$ cat src/rtl/router_pkg.sv
// Shared types for the N-channel router control FSM.
package router_pkg;

  typedef enum logic [3:0] {
    DECODE_ADDRESS     = 4'd0,
    LOAD_FIRST_DATA    = 4'd1,
    LOAD_DATA          = 4'd2,
    WAIT_TILL_EMPTY    = 4'd3,
    LOAD_PARITY        = 4'd4,
    CHECK_PARITY_ERROR = 4'd5,
    FIFO_FULL_STATE    = 4'd6,
    LOAD_AFTER_FULL    = 4'd7,
    DROP_PACKET        = 4'd8
  } router_state_t;

  localparam int DROP_CNT_W = 16;

endpackage

$ cat src/rtl/router_wait_timer.sv
// Counts cycles spent waiting for an empty destination FIFO.
module router_wait_timer #(
  parameter int WAIT_TIMEOUT = 0
) (
  input  logic clock,
  input  logic reset,
  input  logic en,
  output logic timeout
);

  localparam int CW =
    (WAIT_TIMEOUT > 0) ? $clog2(WAIT_TIMEOUT + 1) : 1;
  localparam logic [CW-1:0] LAST =
    CW'((WAIT_TIMEOUT > 0) ? WAIT_TIMEOUT - 1 : 0);

  logic [CW-1:0] cnt_q, cnt_d;

  // Held at zero outside the wait state, so every entry starts from 0.
  always_comb begin
    cnt_d = '0;
    if (en) cnt_d = cnt_q + CW'(1);
  end

  always_ff @(posedge clock) begin
    if (reset) cnt_q <= '0;
    else       cnt_q <= cnt_d;
  end

  assign timeout = (WAIT_TIMEOUT != 0) && en && (cnt_q == LAST);

endmodule

$ cat src/rtl/router_fsm_nch.sv
// Router control FSM routing each packet to one of NUM_CH channels,
// with address/timeout dropping and a saturating drop counter.
module router_fsm_nch
  import router_pkg::*;
#(
  parameter int NUM_CH       = 3,
  parameter int ADDR_W       = 2,
  parameter int WAIT_TIMEOUT = 0
) (
  input  logic                  clock,
  input  logic                  reset,
  input  logic                  pkt_valid,
  input  logic [ADDR_W-1:0]     data_in,
  input  logic [NUM_CH-1:0]     fifo_full,
  input  logic [NUM_CH-1:0]     fifo_empty,
  input  logic [NUM_CH-1:0]     soft_reset,
  input  logic                  parity_done,
  input  logic                  low_packet_valid,
  output logic                  detect_add,
  output logic                  lfd_state,
  output logic                  ld_state,
  output logic                  laf_state,
  output logic                  full_state,
  output logic                  write_enb_reg,
  output logic                  rst_int_reg,
  output logic                  busy,
  output logic                  drop_state,
  output logic                  timeout_err,
  output logic [ADDR_W-1:0]     dest_addr,
  output logic [DROP_CNT_W-1:0] drop_cnt
);

  router_state_t state_q, state_d;
  logic [ADDR_W-1:0] dest_addr_q, dest_addr_d, dest;
  logic [DROP_CNT_W-1:0] drop_cnt_q, drop_cnt_d;
  logic timeout_err_q, timeout_err_d;
  logic sel_empty, sel_full, sel_srst;
  logic addr_ok, in_wte, timeout;

  assign in_wte  = (state_q == WAIT_TILL_EMPTY);
  assign addr_ok = 32'(data_in) < NUM_CH;

  // Out-of-range addresses select nothing.
  always_comb begin
    dest      = (state_q == DECODE_ADDRESS) ? data_in : dest_addr_q;
    sel_empty = 1'b0;
    sel_full  = 1'b0;
    sel_srst  = 1'b0;
    for (int i = 0; i < NUM_CH; i++) begin
      if (dest == ADDR_W'(i)) begin
        sel_empty = fifo_empty[i];
        sel_full  = fifo_full[i];
      end
      if (dest_addr_q == ADDR_W'(i)) sel_srst = soft_reset[i];
    end
  end

  router_wait_timer #(
    .WAIT_TIMEOUT(WAIT_TIMEOUT)
  ) u_timer (
    .clock  (clock),
    .reset  (reset),
    .en     (in_wte),
    .timeout(timeout)
  );

  always_comb begin
    state_d = state_q;
    if (state_q != DECODE_ADDRESS && sel_srst) begin
      state_d = DECODE_ADDRESS;
    end else begin
      unique case (state_q)
        DECODE_ADDRESS:
          if (pkt_valid) begin
            if (!addr_ok)       state_d = DROP_PACKET;
            else if (sel_empty) state_d = LOAD_FIRST_DATA;
            else                state_d = WAIT_TILL_EMPTY;
          end
        LOAD_FIRST_DATA:
          state_d = LOAD_DATA;
        LOAD_DATA:
          if (sel_full)       state_d = FIFO_FULL_STATE;
          else if (!pkt_valid) state_d = LOAD_PARITY;
        WAIT_TILL_EMPTY:
          if (sel_empty)    state_d = LOAD_FIRST_DATA;
          else if (timeout) state_d = DROP_PACKET;
        LOAD_PARITY:
          state_d = CHECK_PARITY_ERROR;
        CHECK_PARITY_ERROR:
          state_d = sel_full ? FIFO_FULL_STATE : DECODE_ADDRESS;
        FIFO_FULL_STATE:
          if (!sel_full) state_d = LOAD_AFTER_FULL;
        LOAD_AFTER_FULL:
          if (parity_done)           state_d = DECODE_ADDRESS;
          else if (low_packet_valid) state_d = LOAD_PARITY;
          else                       state_d = LOAD_DATA;
        DROP_PACKET:
          if (!pkt_valid) state_d = DECODE_ADDRESS;
        default:
          state_d = DECODE_ADDRESS;
      endcase
    end
  end

  always_comb begin
    dest_addr_d   = dest_addr_q;
    drop_cnt_d    = drop_cnt_q;
    timeout_err_d = 1'b0;
    if (state_q == DECODE_ADDRESS && pkt_valid) dest_addr_d = data_in;
    if (state_d == DROP_PACKET && state_q != DROP_PACKET) begin
      if (drop_cnt_q != '1) drop_cnt_d = drop_cnt_q + 1'b1;
      timeout_err_d = in_wte;
    end
  end

  always_ff @(posedge clock) begin
    if (reset) begin
      state_q       <= DECODE_ADDRESS;
      dest_addr_q   <= '0;
      drop_cnt_q    <= '0;
      timeout_err_q <= 1'b0;
    end else begin
      state_q       <= state_d;
      dest_addr_q   <= dest_addr_d;
      drop_cnt_q    <= drop_cnt_d;
      timeout_err_q <= timeout_err_d;
    end
  end

  assign detect_add    = (state_q == DECODE_ADDRESS);
  assign lfd_state     = (state_q == LOAD_FIRST_DATA);
  assign ld_state      = (state_q == LOAD_DATA);
  assign laf_state     = (state_q == LOAD_AFTER_FULL);
  assign full_state    = (state_q == FIFO_FULL_STATE);
  assign rst_int_reg   = (state_q == CHECK_PARITY_ERROR);
  assign drop_state    = (state_q == DROP_PACKET);
  assign write_enb_reg = ld_state || laf_state ||
                         (state_q == LOAD_PARITY);
  assign busy          = !(detect_add || ld_state || drop_state);
  assign timeout_err   = timeout_err_q;
  assign dest_addr     = dest_addr_q;
  assign drop_cnt      = drop_cnt_q;

endmodule
$ cat config.mk
export PLATFORM = sky130hd
export DESIGN_NAME = router_fsm_nch
export DESIGN_NICKNAME = d
export VERILOG_FILES = /design/src/rtl/router_pkg.sv /design/src/rtl/router_wait_timer.sv /design/src/rtl/router_fsm_nch.sv
export SDC_FILE = /design/constraint.sdc
export NUM_CORES = 1
export LEC_CHECK = 0
export BUFFER_PORTS_ARGS = -buffer_cell sky130_fd_sc_hd__buf_4
export CAP_MARGIN = 0
export CORE_UTILIZATION = 25
export CTS_CLUSTER_DIAMETER = 150
export DETAILED_ROUTE_END_ITERATION = 10
export PLACE_DENSITY = 0.56
export SYNTH_ARGS = -nofsm -noshare
export SYNTH_HDL_FRONTEND = slang
export SYNTH_SLANG_ARGS = --single-unit
$ cat constraint.sdc
create_clock -name clock -period 1.55 [get_ports clock]
set_input_delay 0.31 -clock clock [delete_from_list [all_inputs] [get_ports clock]]
set_output_delay 0.31 -clock clock [all_outputs]
set_load 0.1 [all_outputs]
==> impl_metrics.csv <==
group,metric,value,unit
outcome,status,"complete, but fails checks",
outcome,violations,"negative setup slack",
synth,seq_area_frac_synth,0.299,
detailed_routing,firstDrtPassIters,4,
timing,finalHoldViolations,0,
timing,setup_violations,28,
timing,report.final.slew_viol_count,0,
timing,timing.fmax,0.567,GHz
synth,yosysMostFrequentCell,"dfxtp_1",
clock_network,cts_hold_buffers,0,
finish,drive_gt1_frac,0.669,
clock_network,clk_pin_slew,0.09,ns
floorplanning,die_height,80.5,um
finish,antennaDiodeCount,0,
setup_path,worstPathArrival,1.45,ns
setup_path,timing.rr.start,"state_q[1]",
clock_network,cts_buffer_depth,2,
power_and_ir_drop,ir_worst_vdd,1.53,mV
floorplanning,core.rowCount,28,
clock_network,clk_latency,0.27,ns
grt,track_usage,0.151,
power_and_ir_drop,p_int,2.59,mW
detailed_routing,drt_iter0_markers,67,
finish,multi_input_area,1370,sq um
timing,timing.final.crit_share,1.14,
min_path,hp-class,"input pin to register",
synth,yosys_warnings,0,
detailed_routing,wire_per_inst,13.8,um
place,place_hpwl,3.41,mm
synth,synth_top_area_cell,"dfxtp_1",
setup_path,critPathMaxStageDelay,0.40,ns
synth,syn_nets,199,
finish,seq_area,536,sq um
finish,area_growth,106,%
grt,grt_pass1_vias,1666,
grt,grt_pass1_wl,7.80,mm
timing,worst_slack,-0.214,ns
setup_path,start_kind,"register",
synth,yosys_register_bits,23,
clock_network,clock-sinks,23,
setup_path,ff2ff_path_depth,7,
setup_path,timing.rr.end,"drop_cnt[14]",
clock_network,root_buffer,"clkbuf_8",
clock_network,cts_tree,"yes",
synth,synth_top_area_share,0.299,
detailed_routing,vias_per_cell,4.80,
setup_path,slowest_stage,"or3_4",
synth,synth_flop_cell,"dfxtp_1",
clock_network,htree_num_levels,1,
clock_network,numCtsBuffers,3,
finish,final_util,0.536,
setup_path,critical_path_class,"register to output port",
synth,syn_avg_cell_area,8.47,sq um
finish,nets,314,
min_path,whs_path_depth,2,
synth,synth_area_leaders,"dfxtp_1, xnor2_1, nor2_1",
synth,synth_edf_count,0,
grt,grt_overflow,0,
setup_path,end_kind,"output port",
power_and_ir_drop,p_leak,1.28,nW
synth,netlist_area,1540,sq um
floorplanning,die_area,6480,sq um
power_and_ir_drop,cellPowerDensity,1530,nW/um^2
synth,synthArstFlopShare,0,
timing,setup_tns,-3.40,ns
grt,antenna_found_initial,0,
timing,fin_skew,0.00847,ns
detailed_routing,wl,5.13,mm
floorplanning,die_w,80.5,um
synth,synth_common_cells,"dfxtp_1, nor2_1, nand2_1, xnor2_1, nand3_1",
timing,rsz0062_at_grt,"yes",
floorplanning,core-area,5920,sq um
setup_path,crit_fanout,4,
floorplanning,initial_core_util,0.260,
run,drv_cap,0,
min_path,min-delay-start,"reset",
synth,synth_cells,182,
power_and_ir_drop,power_frac_clock,0.078,
place,portBuffers,43,
finish,fill_cells,521,
synth,synth_cell_types,54,
detailed_routing,vias,1782,
setup_path,critPathRequiredTime,1.24,ns
floorplanning,ios,44,
power_and_ir_drop,power.total,4.85,mW
min_path,holdPathEnd,"drop_cnt[15]",
power_and_ir_drop,pwr-share-seq,0.163,
grt,grt_max_degree,21,
detailed_routing,drc,0,
place,pre_cts_slack,-0.212,ns
power_and_ir_drop,combPwrFrac,0.759,
place,place.gp.congestion,0.836,
power_and_ir_drop,p_sw_frac,0.467,
setup_path,timing.critical_path.cells,"buf_6 -> or3_4 -> nor2_4 -> buf_12",
detailed_routing,final_antenna_net_count,0,
power_and_ir_drop,p_switching,2.26,mW
timing,min_period,1.76,ns
setup_path,r2r_slack,-0.20,ns
critical path: cells and delay by family (launching register included):
family,cells,cell delay [ns]
buffers and inverters,2,0.31
DFF,1,0.38
and+or+nand+nor,2,0.51
placed cells by master, fill, tap and decap left out, types with 5 or more instances in the layout:
master | Yosys | final
buf_12 | 0 | 10
nand3_1 | 10 | 9
nand2_1 | 19 | 16
xnor2_1 | 11 | 7
nor4_4 | 1 | 5
nor4b_4 | 2 | 5
buf_6 | 2 | 22
nand2b_1 | 5 | 5
buf_4 | 0 | 87
nor2_1 | 21 | 16
a21oi_1 | 9 | 6
dfxtp_4 | 0 | 20
nor2_4 | 0 | 5
worst max path at each step:
stage / from / slack, ns / depth (start not counted) / to
global route: state_q[1] / -0.27 / 7 / drop_cnt[14]
CTS: state_q[1] / -0.22 / 4 / lfd_state
finish: state_q[1] / -0.21 / 4 / drop_state
global placement: state_q[1] / -0.22 / 6 / state_q[1]
floorplan: state_q[1] / -1.01 / 6 / state_q[1]
detailed placement: state_q[1] / -0.21 / 6 / state_q[1]
cell type report:
class                      instances  share of cell area
clock inverter                     1             0.00158
tap                               75              0.0296
timing repair buffer             119               0.347
inverter                           4             0.00868
multi-input combinational        146               0.431
sequential                        23               0.169
clock buffer                       3              0.0130
power by group through the flow:
stage	Clock (mW)	Sequential, mW	Combinational, mW
global route	0.420	0.802	3.86
CTS	0.391	0.782	3.27
finish	0.376	0.790	3.68
floorplan	0	0.927	1.89
detailed placement	0	0.783	2.66
global placement	0	0.782	2.66
repair_timing:
| item | 4_1_cts | 5_1_grt |
|---|---|---|
| endpoints found under the hold margin | 0 | 0 |
| gates resized for setup | 58 | 33 |
| buffers inserted | 12 | 14 |
| endpoints found under the setup margin | 27 | 29 |
| pin swaps | 20 | 24 |
state kept, by name, indices dropped and copies added, names as in the netlist:
signal and flops:
drop_cnt 16, state_q 4, dest_addr 2, timeout_err 1
metrics by stage:
step	hold WS, ns	cell area, sq um	std cells
floorplan	0.458	1790	182
global placement	0.509	2530	341
detailed placement	0.511	2530	341
CTS	0.376	2920	357
global route	0.376	3170	371
finish	0.364	3170	371
kinds of logic (layout without fill, tap and decap cells):
logic type / after synthesis / count (layout) / share of synthesized area
multiplexers: 6 / 6 / 0.0390
XOR/XNOR: 11 / 11 / 0.0625
flip-flops: 23 / 23 / 0.299
other: 1 / 1 / 0.00243
adder cells (fa/ha/maj): 1 / 1 / 0.00812
AND/OR/NAND/NOR: 96 / 96 / 0.393
buffers and inverters: 13 / 127 / 0.0430
AO/OA/AOI/OAI: 31 / 31 / 0.153
layer usage:
layer,up-vias,share of wire,global-route usage
li1,896,-,-
met1,850,0.45,0.205
met2,32,0.51,0.252
met3,4,0.030,0.0136
met4,0,0.011,0.0375
met5,-,0,0
(Power assumes the default switching activity.)
